**src/rtl/pi_pkg.sv**
```systemverilog
// Shared definitions for the pi switch datapath: direction codes, arbiter latency,
// port indices and packet field position helpers.
package pi_pkg;

    typedef enum logic [1:0] {
        VOID  = 2'b00,
        LEFT  = 2'b01,
        RIGHT = 2'b10,
        UP    = 2'b11
    } dir_t;

    // Select codes share the 2-bit space; the two up links are distinguished by
    // code, so UPL/UPR alias UP/VOID rather than being separate enum members.
    localparam dir_t UPL = UP;
    localparam dir_t UPR = VOID;

    localparam int ARB_LAT   = 5;
    localparam int NUM_PORTS = 4;

    typedef enum logic [1:0] {
        PORT_L  = 2'd0,
        PORT_R  = 2'd1,
        PORT_UL = 2'd2,
        PORT_UR = 2'd3
    } port_t;

    function automatic int valid_bit(input int p_w);
        return p_w - 1;
    endfunction

    function automatic int addr_msb(input int p_w);
        return p_w - 2;
    endfunction

    function automatic int addr_lsb(input int p_w, input int a_w);
        return p_w - 1 - a_w;
    endfunction

    function automatic port_t sel_source(input dir_t sel);
        case (sel)
            LEFT:    return PORT_L;
            RIGHT:   return PORT_R;
            UPL:     return PORT_UL;
            UPR:     return PORT_UR;
            default: return PORT_UR;
        endcase
    endfunction

    function automatic logic port_wants(input port_t port, input dir_t want);
        case (port)
            PORT_L:  return want == LEFT;
            PORT_R:  return want == RIGHT;
            default: return want == UP;
        endcase
    endfunction

endpackage

```
**src/rtl/pi_delay_line.sv**
```systemverilog
// Fixed-depth register chain that holds packets while the arbiter decides;
// every stage clears on the asynchronous reset.
module pi_delay_line
    import pi_pkg::*;
#(
    parameter int WIDTH = 1,
    parameter int DEPTH = 1
) (
    input  logic             clk,
    input  logic             reset,
    input  logic [WIDTH-1:0] din,
    output logic [WIDTH-1:0] dout
);

    logic [WIDTH-1:0] stage [DEPTH];

    // NOTE: every stage is reset; a stale valid bit left in this chain would
    // surface later as a phantom packet, so it is not treated like a RAM.
    always_ff @(posedge clk or posedge reset) begin
        if (reset) begin
            for (int i = 0; i < DEPTH; i++) begin
                stage[i] <= '0;
            end
        end else begin
            stage[0] <= din;
            for (int i = 1; i < DEPTH; i++) begin
                stage[i] <= stage[i-1];
            end
        end
    end

    assign dout = stage[DEPTH-1];

endmodule

```
**src/rtl/pi_route_dp.sv**
```systemverilog
// Pi switch datapath: captures four links, decodes desired directions for the
// arbiter, delays packets ARB_LAT cycles and switches them by the returned selects.
// Optional PI_ROUTE_STATS_EN adds forwarded/deflected packet counters.
module pi_route_dp
    import pi_pkg::*;
#(
    parameter int P_W   = 49,
    parameter int A_W   = 8,
    parameter int LEVEL = 1,
    parameter logic [A_W-LEVEL-2:0] SUBTREE = '0
) (
    input  logic           clk,
    input  logic           reset,
    input  logic [P_W-1:0] l_bus_i,
    input  logic [P_W-1:0] r_bus_i,
    input  logic [P_W-1:0] ul_bus_i,
    input  logic [P_W-1:0] ur_bus_i,
    output logic [1:0]     d_l,
    output logic [1:0]     d_r,
    output logic [1:0]     d_ul,
    output logic [1:0]     d_ur,
    input  logic [1:0]     sel_l,
    input  logic [1:0]     sel_r,
    input  logic [1:0]     sel_ul,
    input  logic [1:0]     sel_ur,
    output logic [P_W-1:0] l_bus_o,
    output logic [P_W-1:0] r_bus_o,
    output logic [P_W-1:0] ul_bus_o,
    output logic [P_W-1:0] ur_bus_o
`ifdef PI_ROUTE_STATS_EN
    ,
    output logic [31:0]    fwd_cnt,
    output logic [31:0]    defl_cnt
`endif
);

    localparam int VB = valid_bit(P_W);
    localparam int AL = addr_lsb(P_W, A_W);

    logic [P_W-1:0] in_bus  [NUM_PORTS];
    logic [P_W-1:0] stg0    [NUM_PORTS];
    dir_t           dir0    [NUM_PORTS];
    dir_t           d_q     [NUM_PORTS];
    dir_t           sel     [NUM_PORTS];
    logic [P_W-1:0] dly_pkt [NUM_PORTS];
    logic [P_W-1:0] mux_pkt [NUM_PORTS];
    logic [P_W-1:0] out_q   [NUM_PORTS];
`ifdef PI_ROUTE_STATS_EN
    dir_t           dly_dir [NUM_PORTS];
`endif

    assign in_bus[PORT_L]  = l_bus_i;
    assign in_bus[PORT_R]  = r_bus_i;
    assign in_bus[PORT_UL] = ul_bus_i;
    assign in_bus[PORT_UR] = ur_bus_i;

    assign sel[PORT_L]  = dir_t'(sel_l);
    assign sel[PORT_R]  = dir_t'(sel_r);
    assign sel[PORT_UL] = dir_t'(sel_ul);
    assign sel[PORT_UR] = dir_t'(sel_ur);

    // Down-routing only when the packet's upper address bits name this subtree.
    function automatic dir_t decode(input logic [P_W-1:0] pkt);
        logic [A_W-1:0] addr;
        addr = pkt[AL +: A_W];
        if (!pkt[VB]) begin
            return VOID;
        end
        if (addr[A_W-1:LEVEL+1] == SUBTREE) begin
            return addr[LEVEL] ? RIGHT : LEFT;
        end
        return UP;
    endfunction

    always_comb begin
        for (int p = 0; p < NUM_PORTS; p++) begin
            dir0[p] = decode(stg0[p]);
        end
    end

    // NOTE: state registers use non-blocking assignments so every flop samples
    // the pre-edge value regardless of statement order.
    always_ff @(posedge clk or posedge reset) begin
        if (reset) begin
            for (int p = 0; p < NUM_PORTS; p++) begin
                stg0[p] <= '0;
                d_q[p]  <= VOID;
            end
        end else begin
            for (int p = 0; p < NUM_PORTS; p++) begin
                stg0[p] <= in_bus[p];
                d_q[p]  <= dir0[p];
            end
        end
    end

    assign d_l  = d_q[PORT_L];
    assign d_r  = d_q[PORT_R];
    assign d_ul = d_q[PORT_UL];
    assign d_ur = d_q[PORT_UR];

    for (genvar p = 0; p < NUM_PORTS; p++) begin : g_lane
`ifdef PI_ROUTE_STATS_EN
        logic [P_W+1:0] dly_out;

        pi_delay_line #(
            .WIDTH(P_W + 2),
            .DEPTH(ARB_LAT)
        ) u_dly (
            .clk  (clk),
            .reset(reset),
            .din  ({dir0[p], stg0[p]}),
            .dout (dly_out)
        );

        assign dly_pkt[p] = dly_out[P_W-1:0];
        assign dly_dir[p] = dir_t'(dly_out[P_W+1:P_W]);
`else
        pi_delay_line #(
            .WIDTH(P_W),
            .DEPTH(ARB_LAT)
        ) u_dly (
            .clk  (clk),
            .reset(reset),
            .din  (stg0[p]),
            .dout (dly_pkt[p])
        );
`endif
    end

    // Duplicate selects of one source are legal (void steering) and not gated.
    always_comb begin
        for (int p = 0; p < NUM_PORTS; p++) begin
            mux_pkt[p] = dly_pkt[sel_source(sel[p])];
        end
    end

    always_ff @(posedge clk or posedge reset) begin
        if (reset) begin
            for (int p = 0; p < NUM_PORTS; p++) begin
                out_q[p] <= '0;
            end
        end else begin
            for (int p = 0; p < NUM_PORTS; p++) begin
                out_q[p] <= mux_pkt[p];
            end
        end
    end

    assign l_bus_o  = out_q[PORT_L];
    assign r_bus_o  = out_q[PORT_R];
    assign ul_bus_o = out_q[PORT_UL];
    assign ur_bus_o = out_q[PORT_UR];

`ifdef PI_ROUTE_STATS_EN
    logic [2:0] fwd_inc;
    logic [2:0] defl_inc;

    // NOTE: both increments get a default first so this block cannot infer latches.
    always_comb begin
        fwd_inc  = '0;
        defl_inc = '0;
        for (int p = 0; p < NUM_PORTS; p++) begin
            if (mux_pkt[p][VB]) begin
                if (port_wants(port_t'(p[1:0]), dly_dir[sel_source(sel[p])])) begin
                    fwd_inc = fwd_inc + 3'd1;
                end else begin
                    defl_inc = defl_inc + 3'd1;
                end
            end
        end
    end

    always_ff @(posedge clk or posedge reset) begin
        if (reset) begin
            fwd_cnt  <= '0;
            defl_cnt <= '0;
        end else begin
            fwd_cnt  <= fwd_cnt + 32'(fwd_inc);
            defl_cnt <= defl_cnt + 32'(defl_inc);
        end
    end
`endif

endmodule

```
**config.mk**
```make
export PLATFORM = sky130hd
export DESIGN_NAME = pi_route_dp
export DESIGN_NICKNAME = d
export VERILOG_FILES = /design/src/rtl/pi_pkg.sv /design/src/rtl/pi_delay_line.sv /design/src/rtl/pi_route_dp.sv
export SDC_FILE = /design/constraint.sdc
export NUM_CORES = 2
export LEC_CHECK = 0
export ABC_AREA = 1
export BUFFER_PORTS_ARGS = -buffer_cell sky130_fd_sc_hd__buf_2
export CORE_ASPECT_RATIO = 0.6
export CORE_UTILIZATION = 50
export DETAILED_ROUTE_END_ITERATION = 12
export GPL_TIMING_DRIVEN = 1
export HOLD_SLACK_MARGIN = 0.02
export MAX_ROUTING_LAYER = met4
export PLACE_DENSITY_LB_ADDON = 0.25
export SETUP_SLACK_MARGIN = 0.5
export SYNTH_ARGS = -nofsm -noshare
export SYNTH_HDL_FRONTEND = slang
export SYNTH_SLANG_ARGS = --single-unit
```
**constraint.sdc**
```tcl
create_clock -name clk -period 70.4 [get_ports clk]
set_input_delay 10.56 -clock clk [delete_from_list [all_inputs] [get_ports clk]]
set_output_delay 10.56 -clock clk [all_outputs]
set_load 0.03 [all_outputs]
```
== Yosys cells after proc, flatten, opt, wreduce, memory -nomap -nowiden ==
Cells that the tools add are included.

* Register bits after elaboration: 1,380
* Input bits: 206
* Output and inout bits: 204
* Logic and storage cells: 104

* Order comparisons: 4
* Equality and inequality tests: 12
* Multiplexer cells: 44
* Bitwise gates (word level): 4
* Reduce and logical (&&, ||, !) cells: 8

{| class="wikitable"
|+ Operators with widths
! operator !! number
|-
| binary-select mux 49 bit (select 2 bit) || 4
|-
| two-way mux 49 bit || 8
|-
| two-way mux 2 bit || 20
|-
| case mux 2 bit (4 select lines) || 4
|-
| logical NOT 6 bit || 4
|-
| equality test 2 bit, second input constant || 8
|-
| >= comparator 3 bit, second input constant || 4
|-
| inverter 2 -> 3 bit || 4
|-
| equality test 2 x 1 -> 1 bit, second input constant || 4
|-
| logical NOT 2 bit || 4
|-
| two-way mux 1 bit || 8
|}

== Depth between registers and ports, before layout ==
* Depth in word-level cells: 6
* Gate-level depth with buffers: 9

== Hierarchy ==
From an unflattened synthesis, not the netlist that was laid out.

* Cell total of the unflattened synthesis: 3,341
* Area total of the unflattened synthesis: 43,276.5 µm²

{| class="wikitable"
|+ By module, submodules not included
! module !! instances !! cells an instance !! area each (µm²) !! sequential area each (µm²)
|-
| pi_delay_line || 4 || 295 || 6,502.5 || 6,130.9
|-
| pi_route_dp || 1 || 2,161 || 17,266.6 || 10,009.6
|}

== Least setup slack after synthesis ==
OpenSTA, ideal clock, no wires.

* Kind: input -> register
* From: input sel_l[0]
* To: register out_q, in the netlist l_bus_o[28]
* Setup time: 0.118 ns
* Data arrival time: 11.547 ns
* Data required time: 70.282 ns
* Slack: 58.735 ns
* Stages on the path: 8
* Path through: inv_1 -> ha_1 -> nor2_4 -> buf_2 -> buf_2 -> nand2_1 -> nand3_1 -> nand2_1

{| class="wikitable"
|+ RTL lines
! element !! line !! RTL
|-
| start: declaration || pi_route_dp.sv:22 || <nowiki>input logic [1:0] sel_l,</nowiki>
|-
| end signal: indexed assignment || pi_route_dp.sv:145 || <nowiki>out_q[p] <= mux_pkt[p];</nowiki>
|-
| end: declaration || pi_route_dp.sv:47 || <nowiki>logic [P_W-1:0] out_q [NUM_PORTS];</nowiki>
|}

==> metrics.csv <==
metric,value,unit
Cells after Synth,3141,
Post-Synth Adder-Cell Area,0.240,%
Fin. Hold Viols,0,
top cell type's share of synthesized area,82.6,%
"FF+latch count, synth",1380,
Detailed Routing Iterations Pass 1,6,
CP required,71.08,ns
Fmax,0.0630,GHz
largest net degree at the start of global routing,119,
DRC viols,0,
Num CTS Buffers,113,
starting density of the core,50.9,%
filler instances,6332,
remaining global-route overflow,0,
Ports,410,
Final Slew Violations,0,
actual slew at the worst max-slew pin,1.04,ns
clk buf depth,3,
P&R area growth vs syn,17.3,%
RSZ-0062 raised after global routing,false,
Overall Power,1.68,mW
final net count,3791,
reg2reg path depth,4,
WP buf/inv,8,
critical path arrival,16.56,ns
Hold Crit Class,reg2reg,
syn_nets,3355,
antenna-violating nets left,0,
Post-Synth Simple-Gate Area,13.9,%
CTS tree,done,
Clock transition at path regs,0.07,ns
Synth Area in Compound Gates,0,%
Detailed Route Iter0 Violations,2356,
post-DP HPWL,54.8,mm
layout cells sized above 1,17.8,%
Yosys Warn Count,0,
Cell Rows,81,
total vias in the final route,23796,
average wire per standard cell,20.3,um
Yosys cell types,11,
port bufs,409,
Tcrit/Tclk final,22.6,%
final instance area,49000,um^2
Post-CTS Setup Inserts,0,
Hold Slack,0.329,ns
Vias per Instance,5.00,
H-tree Lvls,3,
Final setup viols,0,
Clk pwr share,39.3,%
Pleak,24.5,nW
die width,375,um
kind of critical path,in2async,
skew final,0.0203,ns
slowest CP cell,buf_4,
Final min period,15.88,ns
Top delay family on crit path,buffers and inverters,
Skew-Pair Late Insertion Delay,0.71,ns
synthesized area,41800,um^2
"commonest non-fill, non-tap cell in the layout",dfrtp_1,
worst hold path stage count,0,
Combinational Power Share,9.3,%
initial antenna violation count,7,
Core Region,82100,um^2
"commonest non-fill, non-tap cells in the layout","1380 x dfrtp_1, 980 x nand2_1, 409 x buf_2, 396 x nand3_1, 212 x inv_1",
run status,"complete, no violations",
dominant cell type by area after synthesis,dfrtp_1,
slew margin rel.,30.7,%
Synth area leaders,"dfrtp_1 83%, nand2_1 8.8%, nand3_1 4.7%",
area of the die,84800,um^2
Psw,0.421,mW
Synth Area in XOR/XNOR,0,%
die height,226,um
mean cell area of the mapped netlist,13.3,um^2
Reg power frac,51.5,%
max-cap violations,0,
post-synthesis mux area share,0,%
Max VDD drop,0.0226,mV
worst path cell trace,buf_2 -> inv_8 -> buf_4 -> buf_4 -> buf_4 -> buf_4 -> buf_4 -> buf_4,
most frequent CP cell,buf_4,
switch share,25.1,%
type of origin of the critical path,primary input,
placed instance area,45000,um^2
Pint,1.26,mW
Tot GR Track Use,24.2,%
sequential area share after synthesis,82.6,%
cts-stage hold buffer count,0,
root buf cell,clkbuf_16,
post-cts resize count,0,
CP Capture Type,asynchronous set/reset pin,
crit-path max cell delay,0.92,ns
RePlAce Congestion,0.814,
setup TNS,0,ns
total wire length,96.6,mm
TritonCTS Sinks,1380,
CP max FO,118,
Levels on crit path,8,
power per cell area,34.2,nW/um^2
first-pass GRT wire length,145,mm
vias in the first global route,24013,
main combinational cell family by area after synthesis,simple AND/OR/NAND/NOR gates,
## sequential cells by signal, summed over array words and instances, names as in the netlist
register	flops
ul_bus_o	49
l_bus_o	49
stg0	196
r_bus_o	49
d_ur	2
d_l	2
ur_bus_o	49
d_ul	2
d_r	2
g_lane.u_dly.dout	196
g_lane.u_dly.stage	784
## per-stage QoR
step,std cells,utilization [%],worst slack (ns)
detailed placement,4541,54.8,53.44
floorplan,3141,-,20.93
CTS,4750,59.7,54.21
global placement,4541,54.8,53.50
finish,4755,59.7,54.52
global route,4753,59.7,53.41
## area by class of cell
type	instances	area [um^2]	share of cell area, %
clock inverters	44	626	1.28
clock buffers	165	3350	6.84
multi-input cells	1416	5960	12.2
inverters	221	847	1.73
well taps	1079	1350	2.76
diodes	5	12.5	0.0255
repair buffers	445	2320	4.73
flip-flops and latches	1380	34500	70.5
## cell usage after synthesis
| library cell | count |
|---|---|
| nand3_1 | 396 |
| nand2_1 | 980 |
| clkbuf_1 | 74 |
| ha_1 | 8 |
| inv_1 | 217 |
| buf_1 | 10 |
| nor2_1 | 28 |
| inv_2 | 4 |
| nor2_4 | 4 |
| buf_2 | 40 |
| dfrtp_1 | 1380 |
## power groups by stage
stage / Sequential [mW] / Combinational, mW / Clock, mW
detailed placement: 0.878 / 0.155 / 0
finish: 0.863 / 0.155 / 0.659
global placement: 0.877 / 0.153 / 0
floorplan: 0.910 / 0.0613 / 0
CTS: 0.864 / 0.156 / 0.675
global route: 0.867 / 0.168 / 0.707
## per-layer routing
layer,part of all wire [%],GRT usage [%]
met1,44,34.3
met2,45,34.6
met3,7.6,5.51
met4,3.2,8.51
met5,0,-
## worst paths after layout
kind	from	to	slack (ns)
worst max-delay path	reset	g_lane[3].u_dly.dout[39]$_DFF_PP0_	54.52
worst min-delay path	g_lane[3].u_dly.stage[197]$_DFF_PP0_	g_lane[3].u_dly.stage[148]$_DFF_PP0_	0.33
worst max register to register	stg0[91]$_DFF_PP0_	d_ul[0]$_DFF_PP0_	69.33
worst min register to register	g_lane[3].u_dly.stage[197]$_DFF_PP0_	g_lane[3].u_dly.stage[148]$_DFF_PP0_	0.33
max in group clk	sel_ur[0]	ur_bus_o[36]$_DFF_PP0_	57.85
min in group asynchronous	reset	stg0[133]$_DFF_PP0_	10.00
## logic make-up after synthesis
kind of cell             count (synthesis)
buffers and inverters                  345
flip-flops                            1380
AND/OR/NAND/NOR                       1408
adder cells (fa/ha/maj)                  8
(Power assumes the default switching activity.)
